==> src/rtl/twin_reg_arbiter.sv <==
// Two requesters share write access to two registers (q1/q2) through an
// IDLE/OWN_A/OWN_B arbiter with round-robin ties and a bounded burst length.
module twin_reg_arbiter #(
  parameter int WIDTH     = 8,
  parameter int MAX_BURST = 4
) (
  input  logic             clk_i,
  input  logic             rst_ni,
  input  logic             req_a_i,
  input  logic             sel_a_i,
  input  logic [WIDTH-1:0] data_a_i,
  input  logic             req_b_i,
  input  logic             sel_b_i,
  input  logic [WIDTH-1:0] data_b_i,
  input  logic             clr_i,
  output logic             gnt_a_o,
  output logic             gnt_b_o,
  output logic [WIDTH-1:0] q1_o,
  output logic [WIDTH-1:0] q2_o,
  output logic             busy_o
);

  typedef enum logic [1:0] {
    IDLE  = 2'b00,
    OWN_A = 2'b01,
    OWN_B = 2'b10
  } state_e;

  localparam logic [3:0] BURST_LAST = 4'(MAX_BURST - 1);

  state_e           state_q, state_d;
  logic [3:0]       cnt_q, cnt_d;
  logic             last_b_q, last_b_d;
  logic [WIDTH-1:0] q1_q, q1_d;
  logic [WIDTH-1:0] q2_q, q2_d;
  logic             wr_en;
  logic             wr_sel;
  logic [WIDTH-1:0] wr_data;

  always_comb begin
    state_d = state_q;
    wr_en   = 1'b0;
    wr_sel  = 1'b0;
    wr_data = '0;
    case (state_q)
      IDLE: begin
        if (req_a_i && req_b_i) state_d = last_b_q ? OWN_A : OWN_B;
        else if (req_a_i)       state_d = OWN_A;
        else if (req_b_i)       state_d = OWN_B;
      end
      OWN_A: begin
        if (req_a_i) begin
          wr_en   = 1'b1;
          wr_sel  = sel_a_i;
          wr_data = data_a_i;
          // Hand over only when B is actually waiting at the burst limit.
          if (req_b_i && (cnt_q == BURST_LAST)) state_d = OWN_B;
        end else begin
          state_d = req_b_i ? OWN_B : IDLE;
        end
      end
      OWN_B: begin
        if (req_b_i) begin
          wr_en   = 1'b1;
          wr_sel  = sel_b_i;
          wr_data = data_b_i;
          if (req_a_i && (cnt_q == BURST_LAST)) state_d = OWN_A;
        end else begin
          state_d = req_a_i ? OWN_A : IDLE;
        end
      end
      default: state_d = IDLE;
    endcase
  end

  always_comb begin
    cnt_d    = cnt_q;
    last_b_d = last_b_q;
    if ((state_d == IDLE) || (state_d != state_q)) cnt_d = '0;
    else if (wr_en && (cnt_q < BURST_LAST))       cnt_d = cnt_q + 4'd1;
    if ((state_d == OWN_A) && (state_q != OWN_A)) last_b_d = 1'b0;
    if ((state_d == OWN_B) && (state_q != OWN_B)) last_b_d = 1'b1;
  end

  always_comb begin
    q1_d = q1_q;
    q2_d = q2_q;
    if (clr_i) begin
      q1_d = '0;
      q2_d = '0;
    end else if (wr_en) begin
      if (wr_sel) q2_d = wr_data;
      else        q1_d = wr_data;
    end
  end

  always_ff @(posedge clk_i or negedge rst_ni) begin
    if (!rst_ni) begin
      state_q  <= IDLE;
      cnt_q    <= '0;
      last_b_q <= 1'b1;
      q1_q     <= '0;
      q2_q     <= '0;
    end else begin
      state_q  <= state_d;
      cnt_q    <= cnt_d;
      last_b_q <= last_b_d;
      q1_q     <= q1_d;
      q2_q     <= q2_d;
    end
  end

  assign gnt_a_o = (state_q == OWN_A);
  assign gnt_b_o = (state_q == OWN_B);
  assign busy_o  = (state_q != IDLE);
  assign q1_o    = q1_q;
  assign q2_o    = q2_q;

endmodule

==> config.mk <==
export PLATFORM = sky130hd
export DESIGN_NAME = twin_reg_arbiter
export DESIGN_NICKNAME = d
export VERILOG_FILES = /design/src/rtl/twin_reg_arbiter.sv
export SDC_FILE = /design/constraint.sdc
export NUM_CORES = 1
export LEC_CHECK = 0
export CAP_MARGIN = 20
export CORE_MARGIN = 1
export CORE_UTILIZATION = 46
export DETAILED_ROUTE_END_ITERATION = 16
export PLACE_DENSITY = 0.79
export SLEW_MARGIN = 5
export SYNTH_ARGS = -nofsm -noshare
export SYNTH_HDL_FRONTEND = slang
export SYNTH_SLANG_ARGS = --single-unit
==> constraint.sdc <==
create_clock -name clk_i -period 2.75 [get_ports clk_i]
set_input_delay 0.4125 -clock clk_i [delete_from_list [all_inputs] [get_ports clk_i]]
set_output_delay 0.4125 -clock clk_i [all_outputs]
set_load 0.03 [all_outputs]
# Word level (Yosys, flattened, before mapping)
# Index checks and enable logic that the tools add are counted.
[classes]
n_addsub = 1
n_lt_le_gt_ge = 1
eq_ne = 9
muxes = 30
reduce_logical = 16
[ops]
columns = ["cell", "n"]
rows = [
  ["$mux 8", 8],
  ["$mux 2", 9],
  ["$pmux 8 s2", 1],
  ["$reduce_bool 2->1", 5],
  ["$mux 4", 2],
  ["$mux 1", 7],
  ["$logic_and 1x1->1", 6],
  ["$pmux 2 s3", 1],
  ["$add 4x1->4 const B", 1],
  ["$eq 2x1->1 const B", 2],
  ["$eq 2x2->1 const B", 2],
  ["$eq 4x2->1 const B", 1],
  ["$logic_not 2->1", 2],
  ["$lt 4x2->1 const B", 1],
  ["$ne 2x2->1 const B", 2],
  ["$pmux 1 s2", 2],
  ["$reduce_and 2->1", 2],
  ["$ne 2x1->1 const B", 1],
  ["$ne 2x2->1", 1],
  ["$logic_or 1x1->1", 1],
]
[totals]
ff_bits = 23
output_inout_bits = 19
elab_cells = 62

# Longest topological paths before layout
[depth]
depth_word = 9
mapped_depth = 8

# Worst setup path before layout
# OpenSTA, ideal clock, no wires.
[synth_path]
kind = "register to register"
start = "register state_q[0]"
end = "register q1_q[0], in the netlist q1_o[0]"
t_arrival_ns = 1.988
t_required_ns = 2.625
path_slack_ns = 0.637
stages_incl_launch_ff = 8
path_buffers = 1
cell_sequence = "dfrtp_1 inv_1 ha_1 and2_4 a22o_1 o21ba_1 buf_4 mux2_4"
[synth_via]
elab_chain_len = 5
elab_cells_between_ends = 11
[synth_rtl]
columns = ["element", "line", "source"]
rows = [
  ["from (decl)", "31", "state_e state_q, state_d;"],
  ["from (signal assigned)", "105", "state_q <= state_d;"],
  ["$eq 2x2->1 (*)", "--", ""],
  ["named net gnt_b_o", "17", "output logic gnt_b_o,"],
  ["$pmux 8 s2", "45", "case (state_q)"],
  ["$mux 8", "92", "if (wr_sel) q2_d = wr_data;"],
  ["$mux 8", "91", "end else if (wr_en) begin"],
  ["$mux 8", "88", "if (clr_i) begin"],
  ["to (signal assigned)", "108", "q1_q <= q1_d;"],
  ["to (decl)", "34", "logic [WIDTH-1:0] q1_q, q1_d;"],
]
# The timed path passes the listed nets; every way through them passes the cells marked *. The select of a mux whose other input is x is not followed.
# A chain may end at the register's enable or synchronous reset.

# Worst setup path in the final report
[layout_path]
start = "register state_q[1]"
end = "output busy_o"
[layout_via]
elab_chain_len = 1
[layout_rtl]
columns = ["element", "line", "source"]
rows = [
  ["$reduce_bool 2->1", "115", "assign busy_o = (state_q != IDLE);"],
  ["to (decl)", "20", "output logic busy_o"],
]
# Every way passes these cells.

==> flow_summary.ini <==
[outcome]
status = complete, no violations

[synthesis]
synth-edff-count = 0
syn_nets = 138
synth_cell_types = 44
async_flop_share_pct = 100
synth_ff_type = dfrtp_1
ys_seq_area_share_pct = 43.4
synth_area_per_cell_um2 = 12.1
yosys_warnings = 0
synth-seq-cells = 23
synthCells = 110
netlist_area_mm2 = 0.00133

[min_path]
hold_class = in2async

[floorplan]
fp.coreArea_mm2 = 0.00276
initial_core_util_pct = 48.2
die_y_um = 55.7
dieArea_mm2 = 0.00311
row_count = 19
io_pins = 42
fp.dieW_um = 55.7

[worst_setup_path]
critPathRequiredTime_ps = 2340
crit-reg2reg-launch = state_q[0]
worst_setup_path_start_kind = flip-flop
critPathCaptureType = primary output
r2r_slack_ps = 500
r2r_cells = 6
arrival_ps = 2000
crit_type = reg2out
r2r_end = q2_o[6]
critical_path.max_fanout = 8

[cells_and_area]
antenna_cells = 0
stdcell_area_mm2 = 0.00179
area_growth_pct = 34.8
fillers = 229
mostFrequentLayoutCell = clkdlybuf4s50_1
final_nets = 182
mostFrequentLayoutCells = 41 x clkdlybuf4s50_1, 22 x dfrtp_1, 11 x nor2_1, 8 x a22oi_1, 8 x mux2_4
drive_above_1_share_pct = 18.3

[pwr]
leakage_nw = 0.776
power_density_mw_per_mm2 = 711
vdd_drop_max_mv = 0.544

[sta]
fin_crit_ps = 2410
fin_crit_sh_pct = 87.7
max_slew.worst_pin.slew_ps = 450
rsz0062_at_grt = no
setup_viol = 0
relSlewSlack_pct = 69.9
fmax_mhz = 415
hold_viol_final = 0
clock_skew_ps = 1.99
layout_setup_ws_ps = 338
tns_ps = 0
report.final.slew_viol_count = 0

[global_route]
antenna_found_initial = 0
grt_pass1_wl_mm = 5.06
grt_pass1_vias = 1107
grt_usage_pct = 20.8
grt_max_degree = 24
overflow = 0

[placement]
dp_slack_ps = 401
io_buffers = 41
finalWeightedCongestion = 0.949
dp_hpwl_mm = 2.32
placedInstanceArea_mm2 = 0.00177

[clock_tree]
clockBufferDepth = 2
clock_sinks = 23
clk_pin_slew_ps = 120
tritoncts = done
post_cts_buffers = 0
cts_resized = 0
root_buffer = clkbuf_4
clk_latency_ps = 310
cts_hold_buf = 0
h-tree-depth = 1
numCtsBuffers = 3

[route]
wirelength_mm = 2.93
wire_per_inst_um = 15.9
dr.pass1.iters = 4
vias = 1048
drc_errors = 0
vias_per_cell = 5.70
antenna_left = 0
drt_iter0_drc = 37

[flow_run]
max_cap_violations = 0
through the flow:
stage / hold slack, ps / utilization [%] / cells / power, mW
after CTS: 437 / 65.0 / 184 / 1.28
after detailed placement: 481 / 64.0 / 180 / 1.12
after global placement: 475 / 64.0 / 180 / 1.10
final: 424 / 65.0 / 184 / 1.27
after global routing: 443 / 65.0 / 184 / 1.35
after floorplan: 117 / - / 110 / 0.918
Yosys cell counts (2+ instances only):
cell type	instances	area [µm²]
a21boi_1	2	15.0
nand2_1	3	11.3
mux2_2	5	56.3
ha_1	5	62.6
mux2_4	8	120
a21oi_1	3	15.0
and2_4	2	17.5
nor2_1	11	41.3
inv_1	4	15.0
a22oi_1	8	60.1
dfrtp_1	22	551
mux2_1	3	33.8
nand4_1	2	12.5
nand4bb_1	2	22.5
state kept, by name, indices dropped and copies added, names as in the netlist:
| name | count |
|---|---|
| q2_o | 8 |
| state_q | 2 |
| cnt_q | 4 |
| last_b_q | 1 |
| q1_o | 8 |
critical path, stage by stage, from the launching register on:
cell             delay, ps
dfrtp_1                550
inv_1                  140
ha_1                   240
inv_1                   90
clkdlybuf4s50_1        670
how the worst max path moves through the flow:
stage               start      end  slack, ps  cells past startpoint
4_1_cts        state_q[1]   busy_o        350                      4
6_report       state_q[1]   busy_o        340                      4
2_1_floorplan  state_q[0]  q1_o[0]        640                      7
5_1_grt        state_q[0]   busy_o        250                      4
3_5_place_dp      req_b_i  q1_o[7]        400                      6
3_3_place_gp      req_b_i  q1_o[6]        470                      6
metal layers:
layer  vias up  track usage (%)  wire length [µm]
met5         -                0                 0
met3         4             5.81               225
met1       507             24.2              1200
met2        41             36.7              1480
li1        496                -                 -
met4         0             6.79                27
cells by family (layout without fill, tap and decap cells):
| family | after synthesis | count (layout) | share of synthesized area [%] |
|---|---|---|---|
| AO/OA/AOI/OAI | 28 | 28 | 18.0 |
| XOR/XNOR | 1 | 1 | 0.659 |
| adder cells (fa/ha/maj) | 5 | 5 | 4.71 |
| buffers and inverters | 8 | 51 | 3.20 |
| flip-flops | 23 | 23 | 43.4 |
| multiplexers | 17 | 17 | 16.6 |
| AND/OR/NAND/NOR | 28 | 28 | 13.5 |
power breakdown:
part	internal [mW]	total (mW)	leakage, nW	switching (mW)
Combinational	0.295	0.675	0.447	0.379
Sequential	0.391	0.442	0.314	0.0506
Clock	0.0567	0.157	0.0150	0.101
layout make-up:
cell class | instances | area, µm² | share of cell area, %
Clock buffer | 4 | 26.3 | 1.47
Inverter | 4 | 15.0 | 0.838
Multi-Input combinational cell | 79 | 709 | 39.6
Sequential cell | 23 | 577 | 32.2
Tap cell | 31 | 38.8 | 2.16
Timing Repair Buffer | 43 | 425 | 23.7
Note: power is estimated with default switching activity, not from simulation.
